`config.mk`:
```
export PLATFORM = sky130hd
export DESIGN_NAME = iob_iob2axi_wr_ctrl_flat
export DESIGN_NICKNAME = d
export VERILOG_FILES = /design/src/rtl/iob_iob2axi_wr_ctrl_if.sv /design/src/rtl/iob_iob2axi_wr_ctrl.sv /design/src/flat_wrapper.sv
export SDC_FILE = /design/constraint.sdc
export NUM_CORES = 1
export LEC_CHECK = 0
export ABC_CLOCK_PERIOD_IN_PS = 7300
export CORE_UTILIZATION = 45
export DETAILED_ROUTE_END_ITERATION = 12
export DONT_BUFFER_PORTS = 1
export HOLD_SLACK_MARGIN = 0.06
export PLACE_DENSITY_LB_ADDON = 0.25
export SLEW_MARGIN = 25
export SYNTH_ARGS = -nofsm -noshare
export SYNTH_HDL_FRONTEND = slang
export SYNTH_SLANG_ARGS = --single-unit
```
`constraint.sdc`:
```
create_clock -name clk_i -period 7.3 [get_ports clk_i]
set_input_delay 0.73 -clock clk_i [delete_from_list [all_inputs] [get_ports clk_i]]
set_output_delay 0.73 -clock clk_i [all_outputs]
set_load 0.1 [all_outputs]
```
`src/rtl/iob_iob2axi_wr_ctrl_if.sv`:
```
// ---------------------------------------------------------------------------
// iob_iob2axi_wr_ctrl_if
// Burst control bus between the write-transfer splitter and the AXI write
// burst engine.
//   run_o          splitter -> engine  one-cycle burst strobe
//   addr_o         splitter -> engine  burst start byte address
//   length_o       splitter -> engine  burst beats minus 1
//   engine_ready_i engine -> splitter  engine idle
//   engine_error_i engine -> splitter  status of the last burst
// master = splitter side, slave = engine side.
// ---------------------------------------------------------------------------
interface iob_iob2axi_wr_ctrl_if #(
    parameter int ADDR_W    = 32,
    parameter int AXI_LEN_W = 8
);
    logic                 run_o;
    logic [ADDR_W-1:0]    addr_o;
    logic [AXI_LEN_W-1:0] length_o;
    logic                 engine_ready_i;
    logic                 engine_error_i;

    modport master (
        output run_o, addr_o, length_o,
        input  engine_ready_i, engine_error_i
    );

    modport slave (
        input  run_o, addr_o, length_o,
        output engine_ready_i, engine_error_i
    );
endinterface

```
`src/rtl/iob_iob2axi_wr_ctrl.sv`:
```
// ---------------------------------------------------------------------------
// iob_iob2axi_wr_ctrl
// Splits one write command (base byte address + word count) into AXI INCR
// bursts of at most 2^AXI_LEN_W beats that never cross a 4 KiB boundary,
// and issues them one at a time to the burst engine.
// Ports:
//   clk_i, arst_n_i  clock, asynchronous active-low reset
//   start_i          command strobe (sampled only while idle)
//   base_addr_i      command start byte address (low bits aligned to word)
//   nwords_i         words to write, 0 = no-op
//   busy_o           command in progress
//   done_o           one-cycle completion pulse
//   error_o          command status, valid from done_o until next start
//   eng              burst control bus to the engine (master side)
// ADDR_W must be >= 13; DATA_W is a power of two between 8 and 1024.
// ---------------------------------------------------------------------------
module iob_iob2axi_wr_ctrl #(
    parameter int ADDR_W    = 32,
    parameter int DATA_W    = 32,
    parameter int AXI_LEN_W = 8,
    parameter int WORDS_W   = 16
) (
    input  logic                 clk_i,
    input  logic                 arst_n_i,
    input  logic                 start_i,
    input  logic [ADDR_W-1:0]    base_addr_i,
    input  logic [WORDS_W-1:0]   nwords_i,
    output logic                 busy_o,
    output logic                 done_o,
    output logic                 error_o,
    iob_iob2axi_wr_ctrl_if.master eng
);

    localparam int BYTE_SH = $clog2(DATA_W / 8);

    // Common width wide enough for the word count, 2^AXI_LEN_W and 4096.
    localparam int CW_A = (WORDS_W > AXI_LEN_W + 1) ? WORDS_W : AXI_LEN_W + 1;
    localparam int CW   = (CW_A > 13) ? CW_A : 13;

    localparam logic [CW-1:0]     MAX_BEATS  = CW'(1) << AXI_LEN_W;
    localparam logic [ADDR_W-1:0] ALIGN_MASK = ~((ADDR_W'(1) << BYTE_SH) - ADDR_W'(1));

    typedef enum logic [2:0] {
        IDLE,
        CALC,
        ISSUE,
        WAIT_ACK,
        WAIT_DONE
    } state_t;

    state_t               state;
    logic [ADDR_W-1:0]    cur_addr;
    logic [WORDS_W-1:0]   remaining;
    logic [AXI_LEN_W:0]   beats_q;
    logic [ADDR_W-1:0]    addr_q;
    logic [AXI_LEN_W-1:0] len_q;
    logic                 busy_q;
    logic                 done_q;
    logic                 err_q;

    // ---- burst size: min(remaining, 2^AXI_LEN_W, words to 4 KiB) ----
    logic [12:0]        to4k_b;
    logic [CW-1:0]      rem_w;
    logic [CW-1:0]      to4k_w;
    logic [CW-1:0]      min1_w;
    logic [AXI_LEN_W:0] beats_calc;

    assign to4k_b = 13'h1000 - {1'b0, cur_addr[11:0]};
    // cur_addr is word aligned, so this shift is an exact division.
    assign to4k_w = CW'(to4k_b >> BYTE_SH);
    assign rem_w  = CW'(remaining);
    assign min1_w = (rem_w < MAX_BEATS) ? rem_w : MAX_BEATS;
    // Whichever operand wins is <= 2^AXI_LEN_W, so it fits in AXI_LEN_W+1 bits.
    assign beats_calc = (min1_w < to4k_w) ? min1_w[AXI_LEN_W:0]
                                          : to4k_w[AXI_LEN_W:0];

    // ---- progress after a completed burst ----
    logic [ADDR_W-1:0]  addr_step;
    logic [WORDS_W-1:0] rem_next;

    assign addr_step = ADDR_W'(beats_q) << BYTE_SH;
    // beats never exceeds remaining, so the narrowing cast is lossless.
    assign rem_next  = remaining - WORDS_W'(beats_q);

    always_ff @(posedge clk_i or negedge arst_n_i) begin
        if (!arst_n_i) begin
            state     <= IDLE;
            cur_addr  <= '0;
            remaining <= '0;
            beats_q   <= '0;
            addr_q    <= '0;
            len_q     <= '0;
            busy_q    <= 1'b0;
            done_q    <= 1'b0;
            err_q     <= 1'b0;
        end else begin
            done_q <= 1'b0;
            case (state)
                IDLE: begin
                    if (start_i) begin
                        err_q <= 1'b0;
                        if (nwords_i != '0) begin
                            cur_addr  <= base_addr_i & ALIGN_MASK;
                            remaining <= nwords_i;
                            busy_q    <= 1'b1;
                            state     <= CALC;
                        end else begin
                            // Empty command completes without touching the engine.
                            done_q <= 1'b1;
                        end
                    end
                end
                CALC: begin
                    addr_q  <= cur_addr;
                    beats_q <= beats_calc;
                    // beats=2^AXI_LEN_W has zero low bits; the wrap gives all ones.
                    len_q   <= beats_calc[AXI_LEN_W-1:0] - AXI_LEN_W'(1);
                    state   <= ISSUE;
                end
                ISSUE: begin
                    if (eng.engine_ready_i) state <= WAIT_ACK;
                end
                WAIT_ACK: begin
                    if (!eng.engine_ready_i) state <= WAIT_DONE;
                end
                WAIT_DONE: begin
                    if (eng.engine_ready_i) begin
                        cur_addr  <= cur_addr + addr_step;
                        remaining <= rem_next;
                        // First error ends the command; no further bursts.
                        if (eng.engine_error_i || rem_next == '0) begin
                            err_q  <= eng.engine_error_i;
                            done_q <= 1'b1;
                            busy_q <= 1'b0;
                            state  <= IDLE;
                        end else begin
                            state <= CALC;
                        end
                    end
                end
                default: state <= IDLE;
            endcase
        end
    end

    // run_o is qualified by the live ready so the strobe only ever lands in a
    // cycle where the engine can take it; the state itself is registered.
    assign eng.run_o    = (state == ISSUE) && eng.engine_ready_i;
    assign eng.addr_o   = addr_q;
    assign eng.length_o = len_q;

    assign busy_o  = busy_q;
    assign done_o  = done_q;
    assign error_o = err_q;

endmodule

```
`src/flat_wrapper.sv`:
```
// flat-port wrapper written by rule: the top's interface ports become plain ports
module iob_iob2axi_wr_ctrl_flat 
#(
    parameter int ADDR_W    = 32,
    parameter int DATA_W    = 32,
    parameter int AXI_LEN_W = 8,
    parameter int WORDS_W   = 16
)
  (clk_i, arst_n_i, start_i, base_addr_i, nwords_i, busy_o, done_o, error_o, eng_run_o, eng_addr_o, eng_length_o, eng_engine_ready_i, eng_engine_error_i);
  iob_iob2axi_wr_ctrl_if #(.ADDR_W(ADDR_W), .AXI_LEN_W(AXI_LEN_W)) eng_i ();
  input  logic clk_i;
  input  logic arst_n_i;
  input  logic start_i;
  input  logic [ADDR_W-1:0] base_addr_i;
  input  logic [WORDS_W-1:0] nwords_i;
  output logic busy_o;
  output logic done_o;
  output logic error_o;
  output wire logic [$bits(eng_i.run_o)-1:0] eng_run_o;
  output wire logic [$bits(eng_i.addr_o)-1:0] eng_addr_o;
  output wire logic [$bits(eng_i.length_o)-1:0] eng_length_o;
  input wire logic [$bits(eng_i.engine_ready_i)-1:0] eng_engine_ready_i;
  input wire logic [$bits(eng_i.engine_error_i)-1:0] eng_engine_error_i;
  assign eng_run_o = eng_i.run_o;
  assign eng_addr_o = eng_i.addr_o;
  assign eng_length_o = eng_i.length_o;
  assign eng_i.engine_ready_i = eng_engine_ready_i;
  assign eng_i.engine_error_i = eng_engine_error_i;
  iob_iob2axi_wr_ctrl #(.ADDR_W(ADDR_W), .DATA_W(DATA_W), .AXI_LEN_W(AXI_LEN_W), .WORDS_W(WORDS_W)) u_core (.clk_i(clk_i), .arst_n_i(arst_n_i), .start_i(start_i), .base_addr_i(base_addr_i), .nwords_i(nwords_i), .busy_o(busy_o), .done_o(done_o), .error_o(error_o), .eng(eng_i));
endmodule
```
* After elaboration in Yosys (flattened, before gate mapping)
Index checks and enable logic that the tools add are counted.
** Storage, ports and cells
- Register bits :: 103
- Bits in latches :: 0
- Bits in writable memories :: 0
- Memory bits (read-only) :: 0
- Input bits :: 53
- Output and inout bits :: 44
- Word-level logic and storage cells :: 66
- Memories kept :: 0
** Cells by class
- $add $sub $neg :: 4
- Multipliers :: 0
- Div/mod/pow operators :: 0
- $lt $le $gt $ge :: 2
- Equality and inequality tests :: 10
- Shift operators :: 0
- Muxes and demuxes :: 31
- Bitwise logic cells :: 0
- Reduce and logical (&&, ||, !) cells :: 10
** Operator list (number)
- two-way mux 32 bit :: 3
- two-way mux 16 bit :: 4
- one-hot mux 32 bit (2 select lines) :: 1
- adder 32 x 11 -> 32 bit :: 1
- one-hot mux 16 bit (2 select lines) :: 1
- logical NOT 16 bit :: 1
- < comparator 16 x 11 -> 1 bit :: 1
- < comparator 16 x 9 -> 1 bit, second input constant :: 1
- nonzero test 16 bit :: 1
- subtractor 16 x 9 -> 16 bit :: 1
- two-way mux 3 bit :: 5
- one-hot mux 3 bit (5 select lines) :: 1
- subtractor 13 x 12 -> 13 bit, first input constant :: 1
- two-way mux 1 bit :: 12
- AND reduction 5 bit :: 2
- two-way mux 9 bit :: 1
- != test 2 bit, second input constant :: 4
- AND reduction 4 bit :: 2
- subtractor 8 x 1 -> 8 bit, second input constant :: 1
- equality test 3 x 2 -> 1 bit, second input constant :: 2
- one-hot mux 1 bit (2 select lines) :: 3
- != test 2 x 1 -> 1 bit, second input constant :: 2
- equality test 3 x 1 -> 1 bit, second input constant :: 1
- equality test 3 bit, second input constant :: 1
- other kinds (4) :: 4

* Logic depth before layout (Yosys ltp)
Gate-level depths: netlist of the first run.
- Word-level depth :: 6
- Mapped depth :: 18

* Least setup slack after synthesis of the first run
No wires, ideal clock.
- Path type :: reg-to-reg
- Start point :: register u_core.cur_addr[7]
- End point :: register u_core.len_q[6] (netlist: u_core.eng.length_o[6])
- Setup time :: 0.131 ns
- Arrival :: 3.513 ns
- Data required time :: 7.169 ns
- Slack :: 3.657 ns
- Cell stages (with the launch flop) :: 16
- Path buffers :: 0
- Clock period less this slack :: 3.643 ns
- Path through :: dfrtp_1 -> or4_1 -> or4_1 -> xnor2_1 -> ha_1 -> nand3_1 -> nor3_1 -> o31ai_1 -> o211ai_4 -> mux2i_1 -> ha_1 -> nand2_1 -> nor3_1 -> xnor2_1 -> mux2i_1 -> o21ai_1
** On the way
- Word-level cells in the longest chain between the ends :: 4
** RTL lines
- from (decl) :: line iob_iob2axi_wr_ctrl.sv:52 : logic [ADDR_W-1:0] cur_addr;
- from (signal assigned) :: line iob_iob2axi_wr_ctrl.sv:103 : cur_addr <= base_addr_i & ALIGN_MASK;
- from (signal assigned) :: line iob_iob2axi_wr_ctrl.sv:128 : cur_addr <= cur_addr + addr_step;
- subtractor 13 x 12 -> 13 bit * :: line iob_iob2axi_wr_ctrl.sv:68 : assign to4k_b = 13'h1000 - {1'b0, cur_addr[11:0]};
- < comparator 16 x 11 -> 1 bit :: line iob_iob2axi_wr_ctrl.sv:74 : assign beats_calc = (min1_w < to4k_w) ? min1_w[AXI_LEN_W:0]
- two-way mux 9 bit * :: line iob_iob2axi_wr_ctrl.sv:74
- subtractor 8 x 1 -> 8 bit * :: line iob_iob2axi_wr_ctrl.sv:117 : len_q <= beats_calc[AXI_LEN_W-1:0] - AXI_LEN_W'(1);
- to (signal assigned) :: line iob_iob2axi_wr_ctrl.sv:117
- to (decl) :: line iob_iob2axi_wr_ctrl.sv:56 : logic [AXI_LEN_W-1:0] len_q;
Mark *: on every way between the ends. The rest lies on a longest branch, timed or not.
A chain may end at the register's enable or synchronous reset.

* Worst setup path in the final report of the first run
- Start point :: register u_core.remaining[11] (netlist: u_core.rem_w[11])
- End point :: register u_core.len_q[6] (netlist: u_core.eng.length_o[6])
** On the way
- Word-level cells in the longest chain between the ends :: 5
** RTL lines
- from (decl) :: line iob_iob2axi_wr_ctrl.sv:53 : logic [WORDS_W-1:0] remaining;
- from (signal assigned) :: line iob_iob2axi_wr_ctrl.sv:104 : remaining <= nwords_i;
- from (signal assigned) :: line iob_iob2axi_wr_ctrl.sv:129 : remaining <= rem_next;
- < comparator 16 x 9 -> 1 bit :: line iob_iob2axi_wr_ctrl.sv:72 : assign min1_w = (rem_w < MAX_BEATS) ? rem_w : MAX_BEATS;
- two-way mux 16 bit * :: line iob_iob2axi_wr_ctrl.sv:72
- < comparator 16 x 11 -> 1 bit :: line iob_iob2axi_wr_ctrl.sv:74
- two-way mux 9 bit * :: line iob_iob2axi_wr_ctrl.sv:74
- subtractor 8 x 1 -> 8 bit * :: line iob_iob2axi_wr_ctrl.sv:117
Marked as above.

==> results.sh, run 1 <==
export IMPL_gr_usage_met2_pct=38.9
export IMPL_initial_core_util_pct=46.3
export IMPL_core_area_mm2=0.0139
export IMPL_worstHoldPathType="in2async"
export IMPL_die_area_mm2=0.0147
export IMPL_floorplan_die_width_um=121
export IMPL_cts_root_buffer="sky130_fd_sc_hd__clkbuf_16"
export IMPL_placement_io_buffers=0
export IMPL_synth_warnings=0
export IMPL_synth_enable_flop_cells=0
export IMPL_rsz0062_at_grt="false"
export IMPL_synth_top_cell_area_share_pct=38.6
export IMPL_largest_area_contributor_in_the_netlist="sky130_fd_sc_hd__dfrtp_1"
export IMPL_dpl_cell_count=916
export IMPL_fmax_mhz=217
export IMPL_final_setup_tns_ns=0
export IMPL_number_of_buffers_inserted_for_hold_repair_after_clock_tree_synthesis=2
export IMPL_timing_reg2reg_worst_path_depth=15
export IMPL_post_route_fraction_of_the_period_consumed_by_the_critical_path_pct=63.2
export IMPL_num_fill_cells=1317
export IMPL_first_iter_violations=378
export IMPL_worst_pin_slew_ns=0.934
export IMPL_synth_cells=770
export IMPL_drt_pass1_iter_count=6
export IMPL_grt_met3_usage_pct=7.47
export IMPL_post_drt_via_cell_ratio=5.96
export IMPL_seq_area_frac_synth_pct=38.6
export IMPL_final_max_slew_viol_count=0
export IMPL_path_class="reg2reg"
export IMPL_clock_latency_ns=0.36
export IMPL_overall_via_count_from_detail_route=5563
export IMPL_insertedDiodeCount=0
export IMPL_grt_total_usage_pct=24.5
export IMPL_yosys_mux_area_fraction_pct=2.59
export IMPL_synth_commonest_cells="sky130_fd_sc_hd__nand2_1, sky130_fd_sc_hd__dfrtp_1, sky130_fd_sc_hd__a21oi_1, sky130_fd_sc_hd__nor2_1, sky130_fd_sc_hd__o21ai_0"
export IMPL_die_height_um=121
export IMPL_synth_avg_cell_area_um2=8.34
export IMPL_buffers_from_clock_root_to_sink_at_most=2
export IMPL_globalRoute_busiestLayer="met2"
export IMPL_cts_buffers_inserted=9
export IMPL_post_layout_nets=834
export IMPL_critical_path_startpoint_type="flip-flop"
export IMPL_post_synth_num_cell_types=69
export IMPL_end_kind="flip-flop"
export IMPL_dpl_hpwl_mm=12.1
export IMPL_core_rowCount=43
export IMPL_synth_top_flop_cell="sky130_fd_sc_hd__dfrtp_1"
export IMPL_synth_async_sr_flop_share_pct=100
export IMPL_avgRoutedWirePerCell_um=18.5
export IMPL_final_cell_area_excluding_filler_cells_mm2=0.00692
export IMPL_h_tree_depth=3
export IMPL_arrival_ns=4.83
export IMPL_report_final_hold_viol_count=0
export IMPL_pin_count=97
export IMPL_share_of_the_synthesized_area_in_compound_gates_ao_oa_aoi_oai_pct=21.8
export IMPL_antenna_found_initial=0
export IMPL_yosys_area_share_xor_xnor_pct=3.27
export IMPL_slew_headroom_pct=37.7
export IMPL_netlist_top_cells_area="sky130_fd_sc_hd__dfrtp_1, sky130_fd_sc_hd__nand2_1, sky130_fd_sc_hd__ha_1"
export IMPL_grt_start_max_net_pins=77
export IMPL_drive_above_1_share_pct=5.70
export IMPL_critical_path_peak_fanout=16
export IMPL_placement_cell_area_mm2=0.00656
export IMPL_synthMostInstantiatedCell="sky130_fd_sc_hd__nand2_1"
export IMPL_cts_post_setup_buffers_inserted=0
export IMPL_cts_tree="built"
export IMPL_via_count_of_the_first_global_routing_pass=5371
export IMPL_cap_violations=0
export IMPL_syn_area_mm2=0.00642
export IMPL_syn2layout_area_growth_pct=7.83
export IMPL_place_gp_congestion=0.892
export IMPL_route_detailed_drc=0
export IMPL_grt_met1_usage_pct=32.3
export IMPL_finalSetupViolCount=0
export IMPL_cts_repair_resize_count=0
export IMPL_largest_family_of_logic_cells_by_synthesized_area="simple AND/OR/NAND/NOR gates"
export IMPL_synth_fa_ha_area_share_pct=6.47
export IMPL_ys_seq_elements=99
export IMPL_fin_worst_skew_ns=0.00775
export IMPL_clock_transition_at_the_register_clock_pins_on_the_worst_setup_and_hold_paths_after_cts_ns=0.07
export IMPL_final_cells=934
export IMPL_first_pass_grt_wire_length_mm=27.6
export IMPL_clock_sink_count=99
export IMPL_wirelength_mm=17.3
export IMPL_run_status="completed"
export IMPL_grt_remaining_overflow=0
export IMPL_cp_data_required_time_ns=7.52
export IMPL_synth_simple_gate_area_share_pct=22.4
export IMPL_final_antenna_net_count=0
export IMPL_layout_min_cycle_time_ns=4.61
## stage by stage
step                utilization [%]  hold slack (ns)  setup slack (ns)
CTS                            49.9            0.189              2.71
finish                         49.9            0.195              2.69
global placement               47.3            0.437              2.74
detailed placement             47.3            0.437              2.73
global route                   49.9            0.192              2.31
floorplan                         -            0.434              3.66
## final timing paths
path	start	to	slack [ns]
min	arst_n_i	u_core.beats_q[8]	0.19
max reg2reg	u_core.rem_w[11]	u_core.eng.length_o[6]	2.69
min reg2reg	u_core.cur_addr[21]	u_core.eng.addr_o[21]	0.52
max in group asynchronous	arst_n_i	u_core.done_o	6.71
max	u_core.rem_w[11]	u_core.eng.length_o[6]	2.69
min in group clk_i	eng_engine_ready_i	u_core.state[2]	0.43
## area by class of cell
type | instances | area [µm²] | share of cell area, %
clock buffer | 11 | 253 | 3.65
clock inverter | 5 | 60.1 | 0.868
inverter | 30 | 113 | 1.63
multi-input combinational | 599 | 3670 | 53.0
sequential | 99 | 2480 | 35.8
tap | 180 | 225 | 3.25
timing repair buffer | 10 | 128 | 1.84
## metal layers
metal	wire length, µm	up-vias
met3	1340	20
met5	0	-
li1	-	2697
met1	7540	2677
met4	259	0
met2	8130	169
## critical path, stage by stage, from the launching register on
cell                       delay, ns
sky130_fd_sc_hd__dfrtp_1        0.51
sky130_fd_sc_hd__or3_4          0.44
sky130_fd_sc_hd__nor3_2         0.63
sky130_fd_sc_hd__inv_1          0.25
sky130_fd_sc_hd__ha_1           0.35
sky130_fd_sc_hd__nand3_1        0.09
sky130_fd_sc_hd__nor3_1         0.21
sky130_fd_sc_hd__o31ai_1        0.13
sky130_fd_sc_hd__o211ai_4       0.54
sky130_fd_sc_hd__mux2i_1        0.31
sky130_fd_sc_hd__ha_1           0.30
sky130_fd_sc_hd__nand2_1        0.12
sky130_fd_sc_hd__nor3_1         0.25
sky130_fd_sc_hd__xnor2_1        0.09
sky130_fd_sc_hd__mux2i_1        0.16
sky130_fd_sc_hd__o21ai_1        0.08
## logic make-up (layout without fill, tap and decap cells)
family,Yosys count,in the layout
other,1,4
adder cells (fa/ha/maj),32,32
flip-flops,99,99
AND/OR/NAND/NOR,311,311
buffers and inverters,75,56
XOR/XNOR,24,24
multiplexers,16,16
AO/OA/AOI/OAI,212,212
## cells in the final DEF (no fill, tap or decap), types with 10 or more instances in the layout
master / count
sky130_fd_sc_hd__nand2_1: 159
sky130_fd_sc_hd__o21ai_0: 36
sky130_fd_sc_hd__inv_1: 30
sky130_fd_sc_hd__ha_1: 30
sky130_fd_sc_hd__dfrtp_1: 99
sky130_fd_sc_hd__nor2_1: 48
sky130_fd_sc_hd__a2bb2oi_1: 14
sky130_fd_sc_hd__o211ai_1: 10
sky130_fd_sc_hd__o22ai_1: 15
sky130_fd_sc_hd__nor3_1: 10
sky130_fd_sc_hd__a31oi_1: 10
sky130_fd_sc_hd__nand3_1: 21
sky130_fd_sc_hd__mux2i_1: 14
sky130_fd_sc_hd__xnor2_1: 18
sky130_fd_sc_hd__nor4_1: 12
sky130_fd_sc_hd__a21oi_1: 55
## state kept, by name, summed over array words and instances, names as in the netlist
name and count:
u_core.eng.length_o 8, u_core.beats_q 9, u_core.error_o 1, u_core.busy_o 1
u_core.state 3, u_core.rem_w 16, u_core.eng.addr_o 30, u_core.done_o 1
u_core.cur_addr 30
Power of run 1 is not shown: default switching activity piles up to over one toggle a cycle in this logic, so the estimate is an artifact.
==> run 2, diff against run 1 <==
--- a/config.mk
+++ b/config.mk
@@ -5,7 +5,8 @@
 export SDC_FILE = /design/constraint.sdc
 export NUM_CORES = 1
 export LEC_CHECK = 0
-export ABC_CLOCK_PERIOD_IN_PS = 7300
+export ABC_AREA = 1
+export ABC_CLOCK_PERIOD_IN_PS = 4300
 export CORE_UTILIZATION = 45
 export DETAILED_ROUTE_END_ITERATION = 12
 export DONT_BUFFER_PORTS = 1
==> constraint.sdc (replaced) <==
create_clock -name clk_i -period 4.3 [get_ports clk_i]
set_input_delay 0.43 -clock clk_i [delete_from_list [all_inputs] [get_ports clk_i]]
set_output_delay 0.43 -clock clk_i [all_outputs]
set_load 0.1 [all_outputs]
==> run 2 against run 1 <==
Design area increased by 1.4%. Die area increased by 1.3%. Maximum frequency increased by 31%. Wire length decreased by 5.3%. Sequential share of layout area decreased by 0.50 points. Via count increased by 0.38%. Utilization increased by 0.32 points. Worst hold slack improved by 0.022 ns. First-iteration DRC count decreased by 21%. Critical path depth increased by 3. Global-route usage decreased by 1.6 points. Critical endpoint unchanged. Largest cell class unchanged.
==> results.sh, run 2 <==
export IMPL_run_status="completed"
export IMPL_worst_r2r_endpoint="u_core.eng.length_o[6]"
export IMPL_dpl_hpwl_mm=11.8
export IMPL_hold_start="eng_engine_ready_i"
export IMPL_layout_min_cycle_time_ns=3.52
export IMPL_cts_repair_resize_count=0
export IMPL_core_area_mm2=0.0140
export IMPL_yosys_mux_area_fraction_pct=0
export IMPL_pin_count=97
export IMPL_post_route_fraction_of_the_period_consumed_by_the_critical_path_pct=81.9
export IMPL_report_final_hold_viol_count=0
export IMPL_synth_cells=863
export IMPL_initial_core_util_pct=46.5
export IMPL_grt_start_max_net_pins=100
export IMPL_synth_top_cell_area_share_pct=38.1
export IMPL_cts_post_setup_buffers_inserted=0
export IMPL_critical_path_peak_fanout=9
export IMPL_cp_data_required_time_ns=4.55
export IMPL_floorplan_die_width_um=122
export IMPL_wirelength_mm=16.4
export IMPL_buffers_from_clock_root_to_sink_at_most=2
export IMPL_worstHoldPathType="in2reg"
export IMPL_hold_depth=2
export IMPL_dpl_cell_count=1021
export IMPL_syn2layout_area_growth_pct=7.99
export IMPL_final_setup_tns_ns=0
export IMPL_critical_path_startpoint_type="flip-flop"
export IMPL_drive_above_1_share_pct=6.87
export IMPL_finalSetupViolCount=0
export IMPL_final_max_slew_viol_count=0
export IMPL_netlist_top_cells_area="sky130_fd_sc_hd__dfrtp_1, sky130_fd_sc_hd__nand2_1, sky130_fd_sc_hd__o21ai_0"
export IMPL_timing_reg2reg_worst_path_depth=18
export IMPL_cts_root_buffer="sky130_fd_sc_hd__clkbuf_16"
export IMPL_place_gp_congestion=0.902
export IMPL_antenna_found_initial=0
export IMPL_clock_transition_at_the_register_clock_pins_on_the_worst_setup_and_hold_paths_after_cts_ns=0.07
export IMPL_cap_violations=0
export IMPL_share_of_the_synthesized_area_in_compound_gates_ao_oa_aoi_oai_pct=17.2
export IMPL_layout_cells_most_common_list="sky130_fd_sc_hd__nand2_1, sky130_fd_sc_hd__inv_1, sky130_fd_sc_hd__dfrtp_1, sky130_fd_sc_hd__o21ai_0, sky130_fd_sc_hd__nor2_1"
export IMPL_avgRoutedWirePerCell_um=15.7
export IMPL_route_detailed_drc=0
export IMPL_synth_fa_ha_area_share_pct=6.39
export IMPL_reg2reg_from="u_core.cur_addr[4]"
export IMPL_globalRoute_busiestLayer="met1"
export IMPL_reg2reg_setup_slack_ns=0.78
export IMPL_cts_buffers_inserted=9
export IMPL_synth_warnings=0
export IMPL_synth_async_sr_flop_share_pct=100
export IMPL_rsz0062_at_grt="false"
export IMPL_slew_headroom_pct=28.8
export IMPL_die_area_mm2=0.0149
export IMPL_fin_worst_skew_ns=0.00856
export IMPL_placement_io_buffers=0
export IMPL_core_rowCount=43
export IMPL_die_height_um=122
export IMPL_overall_via_count_from_detail_route=5584
export IMPL_synth_commonest_cells="sky130_fd_sc_hd__nand2_1, sky130_fd_sc_hd__inv_1, sky130_fd_sc_hd__dfrtp_1, sky130_fd_sc_hd__o21ai_0, sky130_fd_sc_hd__nor2_1"
export IMPL_grt_met1_usage_pct=33.2
export IMPL_grt_remaining_overflow=0
export IMPL_insertedDiodeCount=0
export IMPL_hold_crit_endpoint="u_core.done_o"
export IMPL_synth_enable_flop_cells=0
export IMPL_first_pass_grt_wire_length_mm=26.2
export IMPL_syn_area_mm2=0.00650
export IMPL_largest_area_contributor_in_the_netlist="sky130_fd_sc_hd__dfrtp_1"
export IMPL_synth_simple_gate_area_share_pct=25.5
export IMPL_worst_pin_slew_ns=1.07
export IMPL_cts_tree="built"
export IMPL_grt_total_usage_pct=22.9
export IMPL_drt_pass1_iter_count=5
export IMPL_arrival_ns=3.77
export IMPL_final_common_cell="sky130_fd_sc_hd__nand2_1"
export IMPL_clock_latency_ns=0.36
export IMPL_end_kind="flip-flop"
export IMPL_first_iter_violations=298
export IMPL_synth_avg_cell_area_um2=7.53
export IMPL_clock_sink_count=99
export IMPL_post_synth_num_cell_types=45
export IMPL_synthMostInstantiatedCell="sky130_fd_sc_hd__nand2_1"
export IMPL_gr_usage_met2_pct=33.0
export IMPL_post_drt_via_cell_ratio=5.37
export IMPL_number_of_buffers_inserted_for_hold_repair_after_clock_tree_synthesis=2
export IMPL_final_antenna_net_count=0
export IMPL_fmax_mhz=284
export IMPL_path_class="reg2reg"
export IMPL_yosys_area_share_xor_xnor_pct=4.31
export IMPL_ys_seq_elements=99
export IMPL_grt_met3_usage_pct=4.74
export IMPL_final_cells=1039
export IMPL_synth_top_flop_cell="sky130_fd_sc_hd__dfrtp_1"
export IMPL_via_count_of_the_first_global_routing_pass=5126
export IMPL_post_layout_nets=939
export IMPL_seq_area_frac_synth_pct=38.1
export IMPL_h_tree_depth=3
export IMPL_largest_family_of_logic_cells_by_synthesized_area="simple AND/OR/NAND/NOR gates"
run 2: cell types whose count changed after synthesis, moves of 13 or more:
cell                        delta
sky130_fd_sc_hd__a21oi_1      -20
sky130_fd_sc_hd__a2bb2oi_1    -14
sky130_fd_sc_hd__inv_1        +77
sky130_fd_sc_hd__mux2i_1      -14
sky130_fd_sc_hd__nand2_1      +28
sky130_fd_sc_hd__nand2_2      +13
sky130_fd_sc_hd__nand3_1      +25
sky130_fd_sc_hd__nor3_1       +14
sky130_fd_sc_hd__o21ai_0      +56
sky130_fd_sc_hd__xnor2_1      -13
sky130_fd_sc_hd__xor2_1       +21
run 2: through the flow:
| step | worst slack, ns | area (µm²) | hold WS, ns | utilization, % |
|---|---|---|---|---|
| 6_report | 0.778 | 7020 | 0.217 | 50.2 |
| 5_1_grt | 0.509 | 7020 | 0.236 | 50.2 |
| 4_1_cts | 0.772 | 7020 | 0.210 | 50.2 |
| 3_5_place_dp | 0.787 | 6660 | 0.138 | 47.6 |
| 3_3_place_gp | 0.858 | 6660 | 0.138 | 47.6 |
| 2_1_floorplan | 1.15 | 6510 | 0.134 | - |
run 2: final cells by class:
cell class                 count  area (µm²)
clock buffer                  10         229
sequential                    99        2480
clock inverter                 6        96.3
multi-input combinational    626        3500
fill                        1420        6970
timing repair buffer           8        82.6
tap                          180         225
inverter                     110         414
run 2: per-layer routing:
| metal | vias to the layer above | part of all wire [%] |
|---|---|---|
| li1 | 2848 | - |
| met1 | 2557 | 49 |
| met2 | 156 | 43 |
| met3 | 23 | 6.0 |
| met4 | 0 | 2.0 |
| met5 | - | 0 |
run 2: cells by family after synthesis:
group                    count (synthesis)
AND/OR/NAND/NOR                        363
AO/OA/AOI/OAI                          195
buffers and inverters                  141
flip-flops                              99
XOR/XNOR                                32
adder cells (fa/ha/maj)                 32
other                                    1
run 2: worst max-delay path by stage:
stage               slack (ns)  cells past startpoint                      to          startpoint
finish                    0.78                     18  u_core.eng.length_o[6]  u_core.cur_addr[4]
global route              0.51                     18  u_core.eng.length_o[6]  u_core.cur_addr[4]
CTS                       0.77                     18  u_core.eng.length_o[6]  u_core.cur_addr[4]
detailed placement        0.79                     18  u_core.eng.length_o[6]  u_core.cur_addr[4]
global placement          0.86                     18  u_core.eng.length_o[6]  u_core.cur_addr[4]
floorplan                 1.15                     17  u_core.eng.length_o[2]  u_core.cur_addr[4]
run 2: worst max-delay path, stage by stage, from the launching register on:
cell	delay (ns)
sky130_fd_sc_hd__dfrtp_1	0.45
sky130_fd_sc_hd__nor3_1	0.32
sky130_fd_sc_hd__inv_1	0.08
sky130_fd_sc_hd__nor3_1	0.25
sky130_fd_sc_hd__nand2_1	0.08
sky130_fd_sc_hd__nor2_1	0.15
sky130_fd_sc_hd__nand3_1	0.10
sky130_fd_sc_hd__xor2_1	0.16
sky130_fd_sc_hd__ha_1	0.29
sky130_fd_sc_hd__a21o_1	0.17
sky130_fd_sc_hd__a21oi_2	0.48
sky130_fd_sc_hd__nand3b_1	0.15
sky130_fd_sc_hd__nand2_2	0.13
sky130_fd_sc_hd__ha_1	0.22
sky130_fd_sc_hd__nand2_4	0.08
sky130_fd_sc_hd__nor2_4	0.13
sky130_fd_sc_hd__nand2_1	0.06
sky130_fd_sc_hd__nand2_1	0.06
sky130_fd_sc_hd__nand2_1	0.05
Power of run 2 is left out for the same reason.
